**src/rtl/alu_op_sequencer.sv**
```systemverilog
// alu_op_sequencer: registered command/response wrapper around the external 8-bit ALU with CCR and branch-condition logic.
// Optional macro CCR_PRESERVE_LOGIC_EN keeps CCR V/C across logical ops (Sel[2]=1).
module alu_op_sequencer #(
  parameter int unsigned RESP_TIMEOUT = 0
) (
  input  logic       clock,
  input  logic       reset,
  input  logic       Cmd_Valid,
  output logic       Cmd_Ready,
  input  logic [2:0] Cmd_Sel,
  input  logic [7:0] Cmd_A,
  input  logic [7:0] Cmd_B,
  output logic [7:0] ALU_A,
  output logic [7:0] ALU_B,
  output logic [2:0] ALU_Sel,
  input  logic [7:0] ALU_Result,
  input  logic [3:0] ALU_NZVC,
  output logic       Out_Valid,
  input  logic       Out_Ready,
  output logic [7:0] Out_Result,
  output logic [3:0] CCR,
  input  logic [2:0] Cond_Sel,
  output logic       Cond_True,
  output logic       Drop
);
  typedef enum logic [1:0] {IDLE, EXEC, RESP} state_t;
  localparam int unsigned CW = RESP_TIMEOUT > 1 ? $clog2(RESP_TIMEOUT) : 1;
  localparam logic [CW-1:0] LAST = CW'(RESP_TIMEOUT > 0 ? RESP_TIMEOUT - 1 : 0);
  state_t        state_q;
  logic          rdy_q, valid_q, drop_q, expire, unary;
  logic [7:0]    a_q, b_q, res_q;
  logic [2:0]    sel_q;
  logic [3:0]    ccr_q, ccr_d;
  logic [7:0]    conds;
  logic [CW-1:0] cnt_q;
  assign unary  = (Cmd_Sel == 3'b001) || (Cmd_Sel == 3'b011) || (Cmd_Sel == 3'b111);
  assign expire = (RESP_TIMEOUT > 0) && (state_q == RESP) && !Out_Ready && (cnt_q == LAST);
`ifdef CCR_PRESERVE_LOGIC_EN
  assign ccr_d = sel_q[2] ? {ALU_NZVC[3:2], ccr_q[1:0]} : ALU_NZVC;
`else
  assign ccr_d = ALU_NZVC;
`endif
  // bit i of conds is the branch condition selected by Cond_Sel == i
  assign conds = {~ccr_q[0], ccr_q[0], ccr_q[1], ~ccr_q[3], ccr_q[3], ~ccr_q[2], ccr_q[2], 1'b1};
  always_ff @(posedge clock) begin
    if (reset) begin
      state_q <= IDLE;
      rdy_q   <= 1'b1;
      valid_q <= 1'b0;
      drop_q  <= 1'b0;
      res_q   <= '0;
      ccr_q   <= '0;
      a_q     <= '0;
      b_q     <= '0;
      sel_q   <= '0;
      cnt_q   <= '0;
    end else begin
      drop_q <= 1'b0;
      case (state_q)
        IDLE: if (Cmd_Valid) begin
          a_q     <= Cmd_A;
          b_q     <= unary ? 8'h00 : Cmd_B;
          sel_q   <= Cmd_Sel;
          rdy_q   <= 1'b0;
          state_q <= EXEC;
        end
        EXEC: begin
          res_q   <= ALU_Result;
          ccr_q   <= ccr_d;
          valid_q <= 1'b1;
          cnt_q   <= '0;
          state_q <= RESP;
        end
        RESP: if (Out_Ready || expire) begin
          valid_q <= 1'b0;
          rdy_q   <= 1'b1;
          drop_q  <= !Out_Ready;
          state_q <= IDLE;
        end else cnt_q <= cnt_q + 1'b1;
        default: state_q <= IDLE;
      endcase
    end
  end
  assign Cmd_Ready  = rdy_q;
  assign Out_Valid  = valid_q;
  assign Out_Result = res_q;
  assign CCR        = ccr_q;
  assign Drop       = drop_q;
  assign ALU_A      = a_q;
  assign ALU_B      = b_q;
  assign ALU_Sel    = sel_q;
  assign Cond_True  = conds[Cond_Sel];
endmodule

```
**config.mk**
```make
export PLATFORM = sky130hd
export DESIGN_NAME = alu_op_sequencer
export DESIGN_NICKNAME = d
export VERILOG_FILES = /design/src/rtl/alu_op_sequencer.sv
export SDC_FILE = /design/constraint.sdc
export NUM_CORES = 1
export LEC_CHECK = 0
export BUFFER_PORTS_ARGS = -buffer_cell sky130_fd_sc_hd__buf_2
export CORE_MARGIN = 5
export CORE_UTILIZATION = 35
export CTS_CLUSTER_SIZE = 16
export DETAILED_ROUTE_END_ITERATION = 12
export GPL_TIMING_DRIVEN = 0
export MAX_ROUTING_LAYER = met4
export PLACE_DENSITY = 0.74
export SYNTH_ARGS = -nofsm -noshare
export SYNTH_HDL_FRONTEND = slang
export SYNTH_SLANG_ARGS = --single-unit
```
**constraint.sdc**
```tcl
create_clock -name clock -period 1.65 [get_ports clock]
set_input_delay 0.165 -clock clock [delete_from_list [all_inputs] [get_ports clock]]
set_output_delay 0.165 -clock clock [all_outputs]
set_load 0.02 [all_outputs]
```
# Word level (Yosys, flattened, before mapping)
# Index checks and enable logic that the tools add are counted.
# totals
regBits,36
latchBits,0
ram_bits,0
mem_bits_ro,0
input_bits,38
output_inout_bits,35
wordCells,44
mem_count,0
# op_classes
n_addsub,0
multipliers,0
div,0
order_cmp,1
n_eq_ne,7
shifts,0
muxes,11
bitwise_logic,5
n_reduce_logical,11
# ops
operator,count
8-bit 2-to-1 mux,1
2-bit one-hot mux with 3 select lines,1
2-bit AND reduction,3
1-bit inverter,5
3-bit by 4-bit < comparator with 1-bit output (second input constant),1
1-bit 2-to-1 mux,4
2-bit 2-to-1 mux,2
2-bit != test (second input constant),2
1-bit one-hot mux with 2 select lines,2
2-bit nonzero test,2
1-bit binary-select mux with 3-bit select,1
3-bit by 1-bit equality test with 1-bit output (second input constant),1
3-bit by 2-bit equality test with 1-bit output (second input constant),1
3-bit equality test (second input constant),1
3-bit AND reduction,1
3-bit OR reduction,1
2-bit by 1-bit equality test with 1-bit output (second input constant),1
2-bit equality test (second input constant),1
2-bit logical NOT,1
1-bit logical OR,2
1-bit logical NOT,1

# Depth between registers and ports, before layout
# depth
word_depth,4
mapped_depth,4
ltp_nobuf,3

# Worst setup path after synthesis
# OpenSTA, ideal clock, no wires.
# synth_path
path_kind,reg2out
startpoint,register ccr_q[0] (netlist: CCR[0])
endpoint,output Cond_True
t_arrival_ps,1467
required_ps,1485
slack_ps,18
path_stages_with_launch,4
n_path_buf,0
path_cell_list,dfxtp_1 nand2_1 o21a_1 o311ai_0
# synth_between
elab_chain_cells,3
# synth_lines
element,line,source
start: declaration,33,"logic [3:0] ccr_q, ccr_d;"
start signal: assignment,69,ccr_q <= ccr_d;
1-bit inverter,44,"assign conds = {~ccr_q[0], ccr_q[0], ccr_q[1], ~ccr_q[3], ccr_q[3], ~ccr_q[2], ccr_q[2], 1'b1};"
1-bit binary-select mux with 3-bit select (*),92,assign Cond_True = conds[Cond_Sel];
1-bit 2-to-1 mux (implied by the code) (*),92,
end: declaration,23,"output logic Cond_True,"
# Every way passes the cells marked *; elsewhere a longest branch is shown, timed or not. The select of a mux whose other input is x is not followed.

# Worst setup path after layout
# layout_path
startpoint,register ccr_q[3] (netlist: CCR[3])
endpoint,output Cond_True
# The elaborated chain is that of the path after synthesis.

==> metrics.md <==
| Metric | Value |
|---|---|
| Clk sinks | 36 |
| Total routing usage reported by global routing | 13.93% |
| Startpoint types | flop |
| Most frequent cells in the layout | buf_2 (75), nand2_1 (56), dfxtp_1 (35), a21oi_1 (32), o211ai_1 (8) |
| HP Class | primary input to flop |
| Die area | 0.005258 mm2 |
| DR pass1 iterations | 4 |
| Die height | between 70 and 80 um |
| Crit-path cells | a21boi_0 > a221o_1 > o311ai_0 > buf_2 |
| Routed vias | around 1400 |
| Final HPWL DP | 2753 um |
| GP Congestion | 0.8242 |
| Die X-Extent | 72.51 um |
| TritonCTS Buffers | 5 |
| Layout cells sized above 1 | 36.07% |
| Tmin final | 1539 ps |
| Slew Limit Fails | 0 |
| Final Cell Area | 0.001877 mm2 |
| Slack of the critical path | 110.8 ps |
| Crit path required time | approximately 1500 ps |
| Status | completed |
| CTS root buf | clkbuf_8 |
| Worst slew margin | 64.47% |
| Post-route ant nets | 0 |
| Most common cell after layout, fill and taps aside | buf_2 |
| Post-DP Area | 0.001783 mm2 |
| Clk slew on worst S/H paths | 70 ps |
| DR WL/cell | 12.54 um |
| Sequential area share after synthesis | between 50% and 60% |
| Synthesis Warnings | 0 |
| Crit-path max cell delay | 350 ps |
| Core box area | 0.003716 mm2 |
| Leak | 0.0008612 uW |
| Area grow syn2layout | 37.24% |
| Peak supply drop | approximately 0.00074 V |
| Vias in the first global route | 1196 |
| CTS max path bufs | 2 |
| Skew final | between 6 and 7 ps |
| CP Buf/Inv Count | 1 |
| Max Cap Viol | 0 |
| Pre-CTS WS | roughly 350 ps |
| Critical path endpoint category | output pin |
| Initial Util | 36.80% |
| Syn Nets | around 200 |
| Post-Route WL | 3663 um |
| Final #Nets | 281 |
| R2R setup slack | 340 ps |
| I/O Buffers | 71 |
| Via density | approximately 4.7 |
| Setup CP Type | flop to output pin |
| Htree depth | 2 |
| Total grt overflow | 0 |
| Crit path DAT | roughly 1400 ps |
| # IOs | 73 |
| Post-CTS Hold Fix Bufs | 0 |
| Rows | 22 |
| Total power | 1901 uW |
| Family with the most delay on the worst path | compound AO/OA/AOI/OAI gates |
| Final setup vio count | 0 |
| Initial DRC Count | 54 |
| Mean Syn Cell Area | roughly 8.3 um2 |
| Synthesized area | 0.001368 mm2 |
| Setup TNS | 0 ps |
| Syn Inst Count | 165 |
| Largest net degree at the start of global routing | 12 |
| Slowest cell on crit path | dfxtp_2 |
| Antenna violations before repair | 0 |
| Final-report hold violation count | 0 |
| Synth unique cells | 25 |
| Antenna cells | 0 |
| Worst-Skew Late Latency | 290 ps |
| Final core occ | 50.51% |
| Power per cell area | 1013 mW/mm2 |
| CTS tree | built |
| Fmax achieved | 649.7 MHz |
| FF+latch count, synth | 36 |
| Drt drc | 0 |
| Tcrit/Tclk final | 93.28% |
| First-pass GRT wire length | 5423 um |
| RSZ-0062 raised after global routing | no |
| Worst Tran Pin Value | 533.0 ps |
| Worst-path fanout max | 5 |
## worst register-to-register path: stages (launching register included)
cell     delay (ps)
dfxtp_1         390
nor3b_4         450
buf_6           210
nand2_1          60
a21oi_1         120
## synth_stat cells
| cell type | instances | share of area, % |
|---|---|---|
| nand2b_1 | 2 | 0.91 |
| o311ai_0 | 1 | 0.64 |
| o21bai_1 | 1 | 0.55 |
| a21oi_2 | 2 | 1.3 |
| a21oi_1 | 32 | 12 |
| a221o_1 | 1 | 0.73 |
| a21boi_0 | 1 | 0.55 |
| o211ai_1 | 8 | 4.4 |
| nand2_1 | 56 | 15 |
| nor3b_4 | 1 | 1.4 |
| and2b_1 | 1 | 0.55 |
| or3b_1 | 1 | 0.64 |
| nor2b_1 | 2 | 0.91 |
| o21a_1 | 1 | 0.55 |
| conb_1 | 1 | 0.27 |
| buf_6 | 1 | 0.82 |
| nand3b_1 | 1 | 0.55 |
| o2111ai_1 | 1 | 0.64 |
| buf_1 | 2 | 0.55 |
| buf_2 | 4 | 1.5 |
| inv_1 | 3 | 0.82 |
| dfxtp_1 | 36 | 53 |
| nor2_1 | 2 | 0.55 |
| clkbuf_1 | 3 | 0.82 |
| a311oi_1 | 1 | 0.64 |
## metrics by stage
| step | instances | hold WS (ps) |
|---|---|---|
| 3_3_place_gp | 284 | 398.8 |
| 3_5_place_dp | 284 | 393.4 |
| 6_report | 292 | 90.75 |
| 5_1_grt | 292 | 77.78 |
| 4_1_cts | 292 | 83.02 |
| 2_1_floorplan | 165 | 282.7 |
## registers in the layout (all words and copies together), names as in the netlist
name	flops
ALU_A	8
ALU_B	8
Out_Result	8
CCR	4
ALU_Sel	3
state_q	2
Cmd_Ready	1
Drop	1
Out_Valid	1
## timing repair
item                                    in CTS  in global routing
endpoints found under the setup margin       0                  1
setup buffers                                0                  0
gates resized for setup                      0                  1
## final cells by class
cell class	instances	area, um2
Clock buffer	6	82.58
Inverter	3	11.26
Fill cell	382	1839
Buffer	10	50.05
Sequential cell	36	721.9
Tap cell	48	60.06
Timing Repair Buffer	71	355.3
Clock inverter	2	10.01
Multi-Input combinational cell	116	585.6
## worst paths after layout
kind | start | end | depth (start not counted)
hold / removal | Out_Ready | Out_Valid | 2
setup reg to reg | state_q[1] | ALU_A[1] | 4
hold reg to reg | ALU_B[6] | ALU_B[6] | 2
setup / recovery | CCR[3] | Cond_True | 4
## power by group
part           switching [uW]  internal [uW]
registers                29.8            920
clock network             304            333
logic                     192            123
total                     526           1370
## layer usage
metal  track usage [%]  wire [um]  vias to the layer above
met5                 -          0                        -
met4             7.377         74                        0
met3             4.017        305                        8
met2             21.84       1670                       57
met1             16.06       1613                      613
li1                  -          -                      705
## logic make-up after synthesis
group,count (synthesis),share of synthesized area [%]
other,1,0.2742
AO/OA/AOI/OAI,49,21.68
flip-flops,36,52.70
buffers and inverters,13,4.483
AND/OR/NAND/NOR,66,20.86
Note: power is estimated with default switching activity, not from simulation.
